File: src/rtl/bp_be_dcache_pkg.sv
// Shared dcache types; this slice carries the LR/SC reservation state encoding.
package bp_be_dcache_pkg;

  typedef enum logic [1:0] {
    e_lrsc_idle,
    e_lrsc_locked,
    e_lrsc_reserved
  } bp_be_lrsc_state_e;

endpackage

File: src/rtl/bsg_counter_clear_up.sv
// Up counter with synchronous clear; saturation is left to the caller's enable.
module bsg_counter_clear_up #(
  parameter int max_val_p  = 127,
  parameter int init_val_p = 0,
  parameter int ptr_width_lp = $clog2(max_val_p + 1)
) (
  input  logic                    clk_i,
  input  logic                    reset_i,
  input  logic                    clear_i,
  input  logic                    up_i,
  output logic [ptr_width_lp-1:0] count_o
);

  logic [ptr_width_lp-1:0] count_r;

  always_ff @(posedge clk_i) begin
    if (!reset_i)
      count_r <= ptr_width_lp'(init_val_p);
    else if (clear_i)
      count_r <= ptr_width_lp'(up_i);
    else if (up_i)
      count_r <= count_r + ptr_width_lp'(1);
  end

  assign count_o = count_r;

endmodule

File: src/rtl/bp_be_dcache_lrsc_ctrl.sv
// Single-hart LR/SC reservation: holds the reserved block, withholds matching
// invalidates for a short lock window, and produces the SC verdict.
module bp_be_dcache_lrsc_ctrl
  import bp_be_dcache_pkg::*;
#(
  parameter int paddr_width_p        = 40,
  parameter int block_offset_width_p = 6,
  parameter int lock_cycles_p        = 16,
  parameter int timeout_cycles_p     = 128
) (
  input  logic                     clk_i,
  input  logic                     reset_i,
  input  logic                     lr_v_i,
  input  logic                     sc_v_i,
  input  logic                     double_i,
  input  logic [paddr_width_p-1:0] paddr_i,
  output logic                     sc_success_o,
  input  logic                     inv_v_i,
  input  logic [paddr_width_p-1:0] inv_addr_i,
  output logic                     inv_yumi_o,
  input  logic                     clear_i,
  output logic                     reserved_o,
  output logic                     locked_o
);

  localparam int block_width_lp = paddr_width_p - block_offset_width_p;
  localparam int cnt_width_lp   = $clog2(timeout_cycles_p);

  bp_be_lrsc_state_e state_r, state_n;
  logic [block_width_lp-1:0] block_r;
  logic                      double_r;
  logic [cnt_width_lp-1:0]   count;
  logic count_max, lock_done, sc_hit, inv_match, locked, reserved, inv_kill;

  bsg_counter_clear_up #(
    .max_val_p (timeout_cycles_p - 1),
    .init_val_p(timeout_cycles_p - 1)
  ) age_counter (
    .clk_i  (clk_i),
    .reset_i(reset_i),
    .clear_i(lr_v_i),
    .up_i   (~lr_v_i & ~count_max),
    .count_o(count)
  );

  assign count_max = (count == cnt_width_lp'(timeout_cycles_p - 1));
  assign lock_done = (count == cnt_width_lp'(lock_cycles_p - 1));

  assign inv_match = (inv_addr_i[paddr_width_p-1:block_offset_width_p] == block_r);
  assign sc_hit    = (paddr_i[paddr_width_p-1:block_offset_width_p] == block_r)
                   & (double_i == double_r);

  assign locked   = (state_r == e_lrsc_locked);
  assign reserved = locked | (state_r == e_lrsc_reserved);

  assign inv_yumi_o = inv_v_i & ~(locked & inv_match);
  // Only reachable in RESERVED, since a matching invalidate is stalled while LOCKED.
  assign inv_kill   = inv_yumi_o & inv_match & reserved;

  assign sc_success_o = sc_v_i & reserved & sc_hit & ~clear_i & ~lr_v_i & ~inv_kill;
  assign reserved_o   = reserved;
  assign locked_o     = locked;

  always_comb begin
    state_n = state_r;
    if (clear_i)
      state_n = e_lrsc_idle;
    else if (lr_v_i)
      state_n = e_lrsc_locked;
    else if (sc_v_i || inv_kill)
      state_n = e_lrsc_idle;
    else if (locked && lock_done)
      state_n = e_lrsc_reserved;
    else if (state_r == e_lrsc_reserved && count_max)
      state_n = e_lrsc_idle;
  end

  always_ff @(posedge clk_i) begin
    if (!reset_i) begin
      state_r  <= e_lrsc_idle;
      block_r  <= '0;
      double_r <= 1'b0;
    end else begin
      state_r <= state_n;
      if (lr_v_i && !clear_i) begin
        block_r  <= paddr_i[paddr_width_p-1:block_offset_width_p];
        double_r <= double_i;
      end
    end
  end

  logic unused;
  assign unused = ^{paddr_i[block_offset_width_p-1:0], inv_addr_i[block_offset_width_p-1:0]};

endmodule

File: config.mk
export PLATFORM = sky130hd
export DESIGN_NAME = bp_be_dcache_lrsc_ctrl
export DESIGN_NICKNAME = d
export VERILOG_FILES = /design/src/rtl/bp_be_dcache_pkg.sv /design/src/rtl/bsg_counter_clear_up.sv /design/src/rtl/bp_be_dcache_lrsc_ctrl.sv
export SDC_FILE = /design/constraint.sdc
export NUM_CORES = 1
export LEC_CHECK = 0
export CAP_MARGIN = 40
export CORE_MARGIN = 2
export CORE_UTILIZATION = 30
export DETAILED_ROUTE_END_ITERATION = 8
export SLEW_MARGIN = 15
export SYNTH_ARGS = -nofsm -noshare
export SYNTH_HDL_FRONTEND = slang
export SYNTH_HIERARCHICAL = 1
export SYNTH_SLANG_ARGS = --single-unit
File: constraint.sdc
create_clock -name clk_i -period 1.5 [get_ports clk_i]
set_input_delay 0.225 -clock clk_i [delete_from_list [all_inputs] [get_ports clk_i]]
set_output_delay 0.225 -clock clk_i [all_outputs]
set_load 0.01 [all_outputs]
# [Word level (Yosys, flattened, before mapping)]
# Cells that the tools add are included.
[totals] reg_bits=44 in_bits=87 output_inout_bits=4 wordCells=47
[op_classes] addsub=1 eq_ne=7 muxes=6 bitwise_logic=18 n_reduce_logical=10
[ops] operator="34-bit equality test" n=2
[ops] operator="7-bit 2-to-1 mux" n=2
[ops] operator="1-bit AND" n=11
[ops] operator="7-bit by 1-bit adder with 7-bit output, second input constant" n=1
[ops] operator="7-bit by 4-bit equality test with 1-bit output, second input constant" n=1
[ops] operator="7-bit equality test, second input constant" n=1
[ops] operator="1-bit inverter" n=6
[ops] operator="2-bit 2-to-1 mux" n=2
[ops] operator="2-bit nonzero test" n=2
[ops] operator="4-bit nonzero test" n=1
[ops] operator="4-bit OR reduction" n=1
[ops] operator="1-bit logical AND" n=3
[ops] operator="2-bit by 1-bit equality test with 1-bit output, second input constant" n=1
[ops] operator="2-bit equality test, second input constant" n=1
[ops] operator="1-bit 2-to-1 mux" n=2
[ops] operator="2-bit OR reduction" n=1
[ops] operator="1-bit equality test" n=1
[ops] operator="1-bit zero test" n=1
[ops] operator="1-bit logical OR" n=1
[ops] operator="1-bit OR" n=1

# [Logic depth before layout (Yosys ltp)]
# Gate-level depths: netlist (run 1).
[depth] word_depth=9 ltp_mapped=7 ltp_nobuf=7

# [By module]
# Netlist (run 1), hierarchy kept.
[by_module_without_submodules] module="bp_be_dcache_lrsc_ctrl" instances=1 cells_per_inst=286 area_per_inst_um2=2322.2 seq_area_each_um2=740.7
[by_module_without_submodules] module="bsg_counter_clear_up" instances=1 cells_per_inst=34 area_per_inst_um2=326.6 seq_area_each_um2=140.1

# [Least setup slack after synthesis (run 1)]
# OpenSTA, ideal clock, no wires.
[synth_path] path_kind="register -> output" startpoint="reg state_r[0]" endpoint="out sc_success_o" arrival_ps=1399 t_required_ps=1275 setup_slack_ps=-124 stages_incl_launch_ff=7 path_buffers=0 path_cell_list="dfxtp_1 inv_1 ha_1 inv_1 and3_1 nand4_1 nor4_1"
[synth_via] elab_cells_between_ends=14 cone_classes="eq/ne (2); bitwise (12)"
[synth_lines] item="start, declared" line="bp_be_dcache_lrsc_ctrl.sv:29" source="bp_be_lrsc_state_e state_r, state_n;"
[synth_lines] item="start signal, assigned" line="bp_be_dcache_lrsc_ctrl.sv:80" source="state_r <= e_lrsc_idle;"
[synth_lines] item="start signal, assigned" line="bp_be_dcache_lrsc_ctrl.sv:84" source="state_r <= state_n;"
[synth_lines] item="2-bit by 1-bit equality test with 1-bit output or 2-bit equality test (tied branches)" line="bp_be_dcache_lrsc_ctrl.sv:53, bp_be_dcache_lrsc_ctrl.sv:54"
[synth_lines] item="1-bit OR *" line="bp_be_dcache_lrsc_ctrl.sv:54" source="assign reserved = locked | (state_r == e_lrsc_reserved);"
[synth_lines] item="net reserved_o" line="bp_be_dcache_lrsc_ctrl.sv:22" source="output logic reserved_o,"
[synth_lines] item="1-bit AND (4 in a row)" line="bp_be_dcache_lrsc_ctrl.sv:60" source="assign sc_success_o = sc_v_i & reserved & sc_hit & ~clear_i & ~lr_v_i & ~inv_kill;"
[synth_lines] item="1-bit AND *" line="bp_be_dcache_lrsc_ctrl.sv:60"
[synth_lines] item="end, declared" line="bp_be_dcache_lrsc_ctrl.sv:17" source="output logic sc_success_o,"
# Mark *: on every way through the listed nets, which the timed path passes. The rest lies on a longest branch.

# [Worst setup path after layout (run 1)]
[layout_path] startpoint="reg block_r[26]" endpoint="out sc_success_o"
[layout_via] elab_chain_len=8 elab_cells_between_ends=13 cone_classes="eq/ne (2); bitwise (11)"
[layout_lines] item="start, declared" line="bp_be_dcache_lrsc_ctrl.sv:30" source="logic [block_width_lp-1:0] block_r;"
[layout_lines] item="start signal, assigned" line="bp_be_dcache_lrsc_ctrl.sv:86" source="block_r <= paddr_i[paddr_width_p-1:block_offset_width_p];"
[layout_lines] item="34-bit equality test" line="bp_be_dcache_lrsc_ctrl.sv:49" source="assign inv_match = (inv_addr_i[paddr_width_p-1:block_offset_width_p] == block_r);"
[layout_lines] item="1-bit AND" line="bp_be_dcache_lrsc_ctrl.sv:56" source="assign inv_yumi_o = inv_v_i & ~(locked & inv_match);"
[layout_lines] item="1-bit inverter" line="bp_be_dcache_lrsc_ctrl.sv:56"
[layout_lines] item="1-bit AND" line="bp_be_dcache_lrsc_ctrl.sv:56"
[layout_lines] item="1-bit AND (2 in a row)" line="bp_be_dcache_lrsc_ctrl.sv:58" source="assign inv_kill = inv_yumi_o & inv_match & reserved;"
[layout_lines] item="1-bit inverter" line="bp_be_dcache_lrsc_ctrl.sv:60"
[layout_lines] item="1-bit AND *" line="bp_be_dcache_lrsc_ctrl.sv:60"
# Every way passes the cells marked *; elsewhere a longest branch is shown, timed or not.

==> impl_metrics.env, run 1 <==
export IMPL_syn_inst=320
export IMPL_grt_pass1_wl_um=12770
export IMPL_placedInstanceArea_um2=3831
export IMPL_hold_violations=0
export IMPL_cp_startpoint="block_r[26]$_SDFFE_PN0P_"
export IMPL_endpoint_kind="output port"
export IMPL_syn_area_um2=2649
export IMPL_cts_root_buf="clkbuf_8"
export IMPL_final_area_um2=4173
export IMPL_layout_cells_non_filler=546
export IMPL_grt_max_degree=28
export IMPL_slowest_delay_ns=0.39
export IMPL_critPathBufInv=1
export IMPL_clock_latency_ns=0.31
export IMPL_fmax_ghz=0.4479
export IMPL_nNetsFinal=528
export IMPL_crit_cells=6
export IMPL_p_seq_frac=0.455
export IMPL_synth_edf_count=0
export IMPL_synthArstFlopShare=0
export IMPL_rr_worst_depth=5
export IMPL_cts_tree="done"
export IMPL_synth_seq_cells=44
export IMPL_ys_seq_area_frac=0.3325
export IMPL_drive_gt1_frac=0.2557
export IMPL_synth_ff_type="dfxtp_1"
export IMPL_leakagePower_nw=1.653
export IMPL_initial_core_util=0.3067
export IMPL_cp_slowest_cell="nor4_4"
export IMPL_pwr_share_comb=0.285
export IMPL_fp_dieH_um=97.97
export IMPL_rsz0062_at_grt="yes"
export IMPL_finalWirelength_um=8096
export IMPL_period_minus_slack_ns=2.233
export IMPL_cp_top_family="simple AND/OR/NAND/NOR gates"
export IMPL_htree_num_levels=2
export IMPL_drtPass1Iterations=5
export IMPL_synth_area_leaders="dfxtp_1 33%, xor2_1 17%, nand2_1 10%"
export IMPL_crit_end="sc_success_o"
export IMPL_dr_total_vias=2564
export IMPL_dp_hpwl_um=6068
export IMPL_grt_pass1_vias=2626
export IMPL_avgViaCountPerCell=4.696
export IMPL_avgSynthCellArea_um2=8.277
export IMPL_clock_sinks=44
export IMPL_worstPathArrival_ns=2.01
export IMPL_route_detailed_drc=0
export IMPL_power_density_nw_per_um2=680.8
export IMPL_clk_path_buf_depth=2
export IMPL_yosysUniqueCellTypes=29
export IMPL_fin_ws_ns=-0.7329
export IMPL_die_area_um2=9597
export IMPL_clk_pin_slew_ns=0.09
export IMPL_min_path_type="in -> reg"
export IMPL_yosys_area_top_type="dfxtp_1"
export IMPL_yosys_warnings=6
export IMPL_avgRoutedWirePerCell_um=14.83
export IMPL_worstPathMaxFanout=3
export IMPL_slew_headroom=0.7594
export IMPL_rows=34
export IMPL_area_growth_pct=57.53
export IMPL_r2r_start="block_r[26]$_SDFFE_PN0P_"
export IMPL_p_int_w=0.001995
export IMPL_syn_nets=410
export IMPL_die_w_um=97.97
export IMPL_cts_buffers=5
export IMPL_swShare=0.2978
export IMPL_violations="setup timing"
export IMPL_diodes=0
export IMPL_drt_iter0_drc=97
export IMPL_crit_required_ns=1.27
export IMPL_slew_violations=0
export IMPL_crit_type="reg -> out"
export IMPL_period_share=1.489
export IMPL_num_io_pins=91
export IMPL_setup_violations=6
export IMPL_worstPathCellList="xor2_1 > nor4_1 > nand3_2 > nor4_4 > nor4_2 > buf_2"
export IMPL_cap_violations=0
export IMPL_synth_top_area_share=0.3325
export IMPL_overflow=0
export IMPL_core_area_um2=8636
export IMPL_status="finished with violations"
export IMPL_skew_ns=0.01445
export IMPL_port_buffer_count=78
export IMPL_power_switching_w=0.0008459
export IMPL_worstReg2RegEnd="state_r[1]$_SDFFE_PP0P_"
export IMPL_antenna_found_initial=0
export IMPL_startpoint_type="flip-flop"
export IMPL_ir_drop_mv=0.3103
export IMPL_placed_cells=531
export IMPL_r2r_slack_ns=-0.15
export IMPL_gp_congestion=0.8037
export IMPL_worst_pin_slew_ns=0.3576
export IMPL_ys_top_cells_by_count="74 x nand2_1, 51 x xor2_1, 44 x dfxtp_1, 36 x a21boi_0, 22 x xnor2_1"
export IMPL_antenna_left=0
export IMPL_power_clock_fraction=0.260
export IMPL_grt_usage=0.1675
export IMPL_synth_most_common_cell="nand2_1"
## through the flow
stage	power, W	setup slack, ns	util	hold WS [ns]	setup TNS, ns
floorplan	0.001633	-0.03879	-	0.2869	-0.03879
global placement	0.002064	-1.171	0.4436	0.4644	-7.001
detailed placement	0.002075	-1.139	0.4436	0.4816	-8.206
CTS	0.002820	-0.7284	0.4675	0.3250	-1.506
global route	0.002989	-0.8388	0.4832	0.3504	-2.280
finish	0.002841	-0.7329	0.4832	0.3208	-1.601
## worst min-delay path by stage
stage | from | endpoint | slack [ns] | cells after the start
final | paddr_i[22] | block_r[16]$_SDFFE_PN0P_ | 0.32 | 3
after global routing | paddr_i[17] | block_r[11]$_SDFFE_PN0P_ | 0.35 | 3
after CTS | paddr_i[22] | block_r[16]$_SDFFE_PN0P_ | 0.33 | 3
after detailed placement | double_r$_SDFFE_PN0P_ | double_r$_SDFFE_PN0P_ | 0.48 | 2
after global placement | double_r$_SDFFE_PN0P_ | double_r$_SDFFE_PN0P_ | 0.46 | 2
after floorplan | reset_i | age_counter/count_o[0]$_SDFFE_PN1P_ | 0.29 | 1
## timing repair
action                                  4_1_cts  5_1_grt
hold buffers                                  0        0
cloned                                        0        0
buffers inserted                              4        4
pin swaps                                    25       20
endpoints found under the setup margin        6       12
resized for setup                            61       27
## sequential cells by signal, indices dropped and copies added (netlist names)
register	flops
age_counter/count_o	7
block_r	34
state_r	2
double_r	1
## worst register-to-register path, cell delays in order (launching register included)
cell and delay [ns]:
dfxtp_1 0.35, xor2_1 0.21, nor4_1 0.36, nand3_2 0.18, nor4_4 0.39, nor4_2 0.07
## routing by layer
metal,track usage,up-vias,routed length (um)
met2,0.2887,55,4011
met4,0.04594,0,111
met1,0.2155,1177,3675
li1,-,1323,-
met5,0,-,0
met3,0.02935,9,297
## power by group through the flow
stage	clock, W	sequential [W]	combinational, W
2_1_floorplan	0	0.00131	0.000319
3_3_place_gp	0	0.00131	0.000755
3_5_place_dp	0	0.00131	0.000763
4_1_cts	0.000747	0.00129	0.000784
5_1_grt	0.000807	0.00130	0.000880
6_report	0.000739	0.00129	0.000809
## cell type report
class / count / area (um2)
clock buffer: 6 / 72.57
clock inverter: 1 / 5.005
fill: 823 / 4463
inverter: 3 / 11.26
multi-input combinational: 260 / 1906
sequential: 44 / 905.9
tap: 108 / 135.1
timing repair buffer: 124 / 1137
## cell usage in the layout (no fill, tap or decap), types with 7 or more instances in the layout
| master | netlist | routed |
|---|---|---|
| xnor2_1 | 22 | 17 |
| nor4_1 | 20 | 8 |
| nand3_1 | 8 | 7 |
| xor2_1 | 51 | 49 |
| nand4_1 | 11 | 11 |
| nor4_2 | 3 | 13 |
| nand2_1 | 74 | 74 |
| buf_4 | 0 | 40 |
| dfxtp_1 | 44 | 26 |
| clkdlybuf4s50_1 | 0 | 62 |
| dfxtp_2 | 0 | 17 |
| a21boi_0 | 36 | 35 |
| dlygate4sd2_1 | 0 | 12 |
## kinds of logic (layout without fill, tap and decap cells)
| family | Yosys count | count (layout) | share of synthesized area |
|---|---|---|---|
| AOI/OAI and AO/OA | 47 | 47 | 0.1271 |
| buffers and inverters | 16 | 134 | 0.02409 |
| and+or+nand+nor | 136 | 136 | 0.2570 |
| muxes | 1 | 1 | 0.003779 |
| xor gates and xnor gates | 73 | 73 | 0.2414 |
| adders and majority gates | 3 | 3 | 0.01417 |
| DFF | 44 | 44 | 0.3325 |
Power figures use the tool's default switching activity.
==> run 2: changes to the inputs <==
HOLD_SLACK_MARGIN = 0.15   (was unset)
REMOVE_ABC_BUFFERS = 1   (was unset)
==> impl_metrics.env, run 2 (same netlist as run 1, synthesis figures left out) <==
export IMPL_num_io_pins=91
export IMPL_min_path_type="reg -> reg"
export IMPL_clock_sinks=44
export IMPL_ir_drop_mv=0.5063
export IMPL_grt_pass1_vias=2556
export IMPL_grt_pass1_wl_um=12410
export IMPL_multi_input_area_um2=1989
export IMPL_setup_violations=4
export IMPL_dpl_worst_slack_ns=-1.136
export IMPL_grt_usage=0.1607
export IMPL_fin_ws_ns=-0.6845
export IMPL_finalWirelength_um=7910
export IMPL_avgRoutedWirePerCell_um=14.65
export IMPL_fillCellCount=824
export IMPL_initial_core_util=0.3067
export IMPL_layout_commonest_cell="nand2_1"
export IMPL_overflow=0
export IMPL_rr_worst_depth=7
export IMPL_port_buffer_count=78
export IMPL_largest_register_ffs=34
export IMPL_cap_violations=0
export IMPL_crit_required_ns=1.27
export IMPL_die_w_um=97.97
export IMPL_drtPass1Iterations=4
export IMPL_cts_tree="done"
export IMPL_clock_latency_ns=0.30
export IMPL_worst_pin_slew_ns=0.4549
export IMPL_hold_start="double_r$_SDFFE_PN0P_"
export IMPL_endpoint_kind="output port"
export IMPL_clk_pin_slew_ns=0.09
export IMPL_die_area_um2=9597
export IMPL_final_area_um2=4279
export IMPL_crit_type="reg -> out"
export IMPL_grt_max_degree=26
export IMPL_antenna_found_initial=0
export IMPL_hold_violations=0
export IMPL_antenna_left=0
export IMPL_r2r_slack_ns=-0.23
export IMPL_holdWs_ns=0.4819
export IMPL_cts_buffers=5
export IMPL_worstHoldEndpoint="double_r$_SDFFE_PN0P_"
export IMPL_cts_root_buf="clkbuf_8"
export IMPL_worstPathCellList="buf_6 > xor2_4 > nor4_4 > nand3_2 > nor4_4 > nor4_2 > buf_2"
export IMPL_cts_hold_fix_buffers=0
export IMPL_dp_hpwl_um=5941
export IMPL_slowest_delay_ns=0.34
export IMPL_period_share=1.456
export IMPL_rsz0062_at_grt="yes"
export IMPL_clk_path_buf_depth=2
export IMPL_utilization=0.4955
export IMPL_cpMostUsedCell="nor4_4"
export IMPL_dr_total_vias=2561
export IMPL_diodes=0
export IMPL_placedInstanceArea_um2=3787
export IMPL_startpoint_type="flip-flop"
export IMPL_htree_num_levels=2
export IMPL_rows=34
export IMPL_nNetsFinal=522
export IMPL_status="finished with violations"
export IMPL_drt_iter0_drc=77
export IMPL_worstPathMaxFanout=2
export IMPL_drive_gt1_frac=0.2454
export IMPL_leakagePower_nw=1.650
export IMPL_cp_slowest_cell="nor4_4"
export IMPL_power_density_nw_per_um2=745.6
export IMPL_fmax_ghz=0.4578
export IMPL_regArea_um2=894.6
export IMPL_area_growth_pct=61.55
export IMPL_layout_common_cells="74 x nand2_1, 72 x clkdlybuf4s50_1, 43 x xor2_1"
export IMPL_route_detailed_drc=0
export IMPL_top_register="block_r"
export IMPL_setup_tns_ns=-1.584
export IMPL_core_area_um2=8636
export IMPL_period_minus_slack_ns=2.184
export IMPL_skew_ns=0.01050
export IMPL_slew_violations=0
export IMPL_worstPathArrival_ns=1.96
export IMPL_r2r_start="block_r[29]$_SDFFE_PN0P_"
export IMPL_gp_congestion=0.8289
export IMPL_slew_headroom=0.6957
export IMPL_violations="setup timing"
export IMPL_worstReg2RegEnd="state_r[1]$_SDFFE_PP0P_"
export IMPL_fp_dieH_um=97.97
export IMPL_avgViaCountPerCell=4.743
export IMPL_min_path_cells=2
==> run 2: changes by cell type in the layout (fill, tap and decap cells not counted), moves of 3 or more <==
cell | before | now
dlygate4sd2_1 | 12 | 1
clkdlybuf4s50_1 | 62 | 72
buf_4 | 40 | 31
dfxtp_1 | 26 | 33
dfxtp_2 | 17 | 11
xor2_1 | 49 | 43
xnor2_1 | 17 | 21
xnor2_2 | 5 | 1
xor2_2 | 2 | 6
buf_6 | 5 | 8
==> run 2: metrics by stage <==
stage	cells	total power [W]
2_1_floorplan	307	0.001616
3_3_place_gp	526	0.002044
3_5_place_dp	526	0.002052
4_1_cts	536	0.003157
5_1_grt	540	0.003348
6_report	540	0.003191
==> run 2: timing repair <==
| item | CTS | global route |
|---|---|---|
| resized for setup | 46 | 39 |
| setup buffers | 3 | 5 |
| pin swaps | 13 | 20 |
| endpoints found under the setup margin | 6 | 13 |
==> run 2: critical path: cells and delay by family, from the launching register on <==
family                 cells  cell delay, ns
flip-flops                 1            0.33
AND/OR/NAND/NOR            4            0.89
buffers and inverters      2            0.27
XOR/XNOR                   1            0.18
==> run 2: area by class of cell <==
cell class | instances | area share
inverter | 3 | 0.002632
clock buffer | 5 | 0.01608
tap | 108 | 0.03158
clock inverter | 2 | 0.01404
timing repair buffer | 118 | 0.2617
multi-input combinational | 260 | 0.4649
sequential | 44 | 0.2091
==> run 2: how the worst max path moves through the flow <==
stage,endpoint,cells past startpoint,slack (ns),start
floorplan,block_r[0]$_SDFFE_PN0P_,3,-0.21,lr_v_i
global placement,sc_success_o,7,-1.15,paddr_i[15]
detailed placement,sc_success_o,7,-1.14,paddr_i[11]
CTS,sc_success_o,7,-0.70,block_r[16]$_SDFFE_PN0P_
global route,sc_success_o,6,-0.76,block_r[32]$_SDFFE_PN0P_
finish,sc_success_o,7,-0.68,block_r[29]$_SDFFE_PN0P_
==> run 2: power breakdown <==
| part | leakage, nW | internal [W] | switching [W] | total (W) |
|---|---|---|---|---|
| logic | 1.22 | 0.000453 | 0.000369 | 0.000822 |
| clock network | 0.0642 | 0.000656 | 0.000418 | 0.00107 |
| registers | 0.365 | 0.00123 | 0.0000610 | 0.00129 |
==> run 2: routing by layer <==
layer | GRT usage | vias to the layer above | wire length (um)
li1 | - | 1307 | -
met2 | 0.2655 | 51 | 3822
met4 | 0.05235 | 0 | 144
met3 | 0.03865 | 13 | 383
met5 | 0 | - | 0
met1 | 0.2067 | 1190 | 3560
==> run 3: changes to the inputs <==
CAP_MARGIN = 5   (was 40)
==> results of run 3 <==
Same layout as run 2: the final DEF is identical, and so are final timing and power.
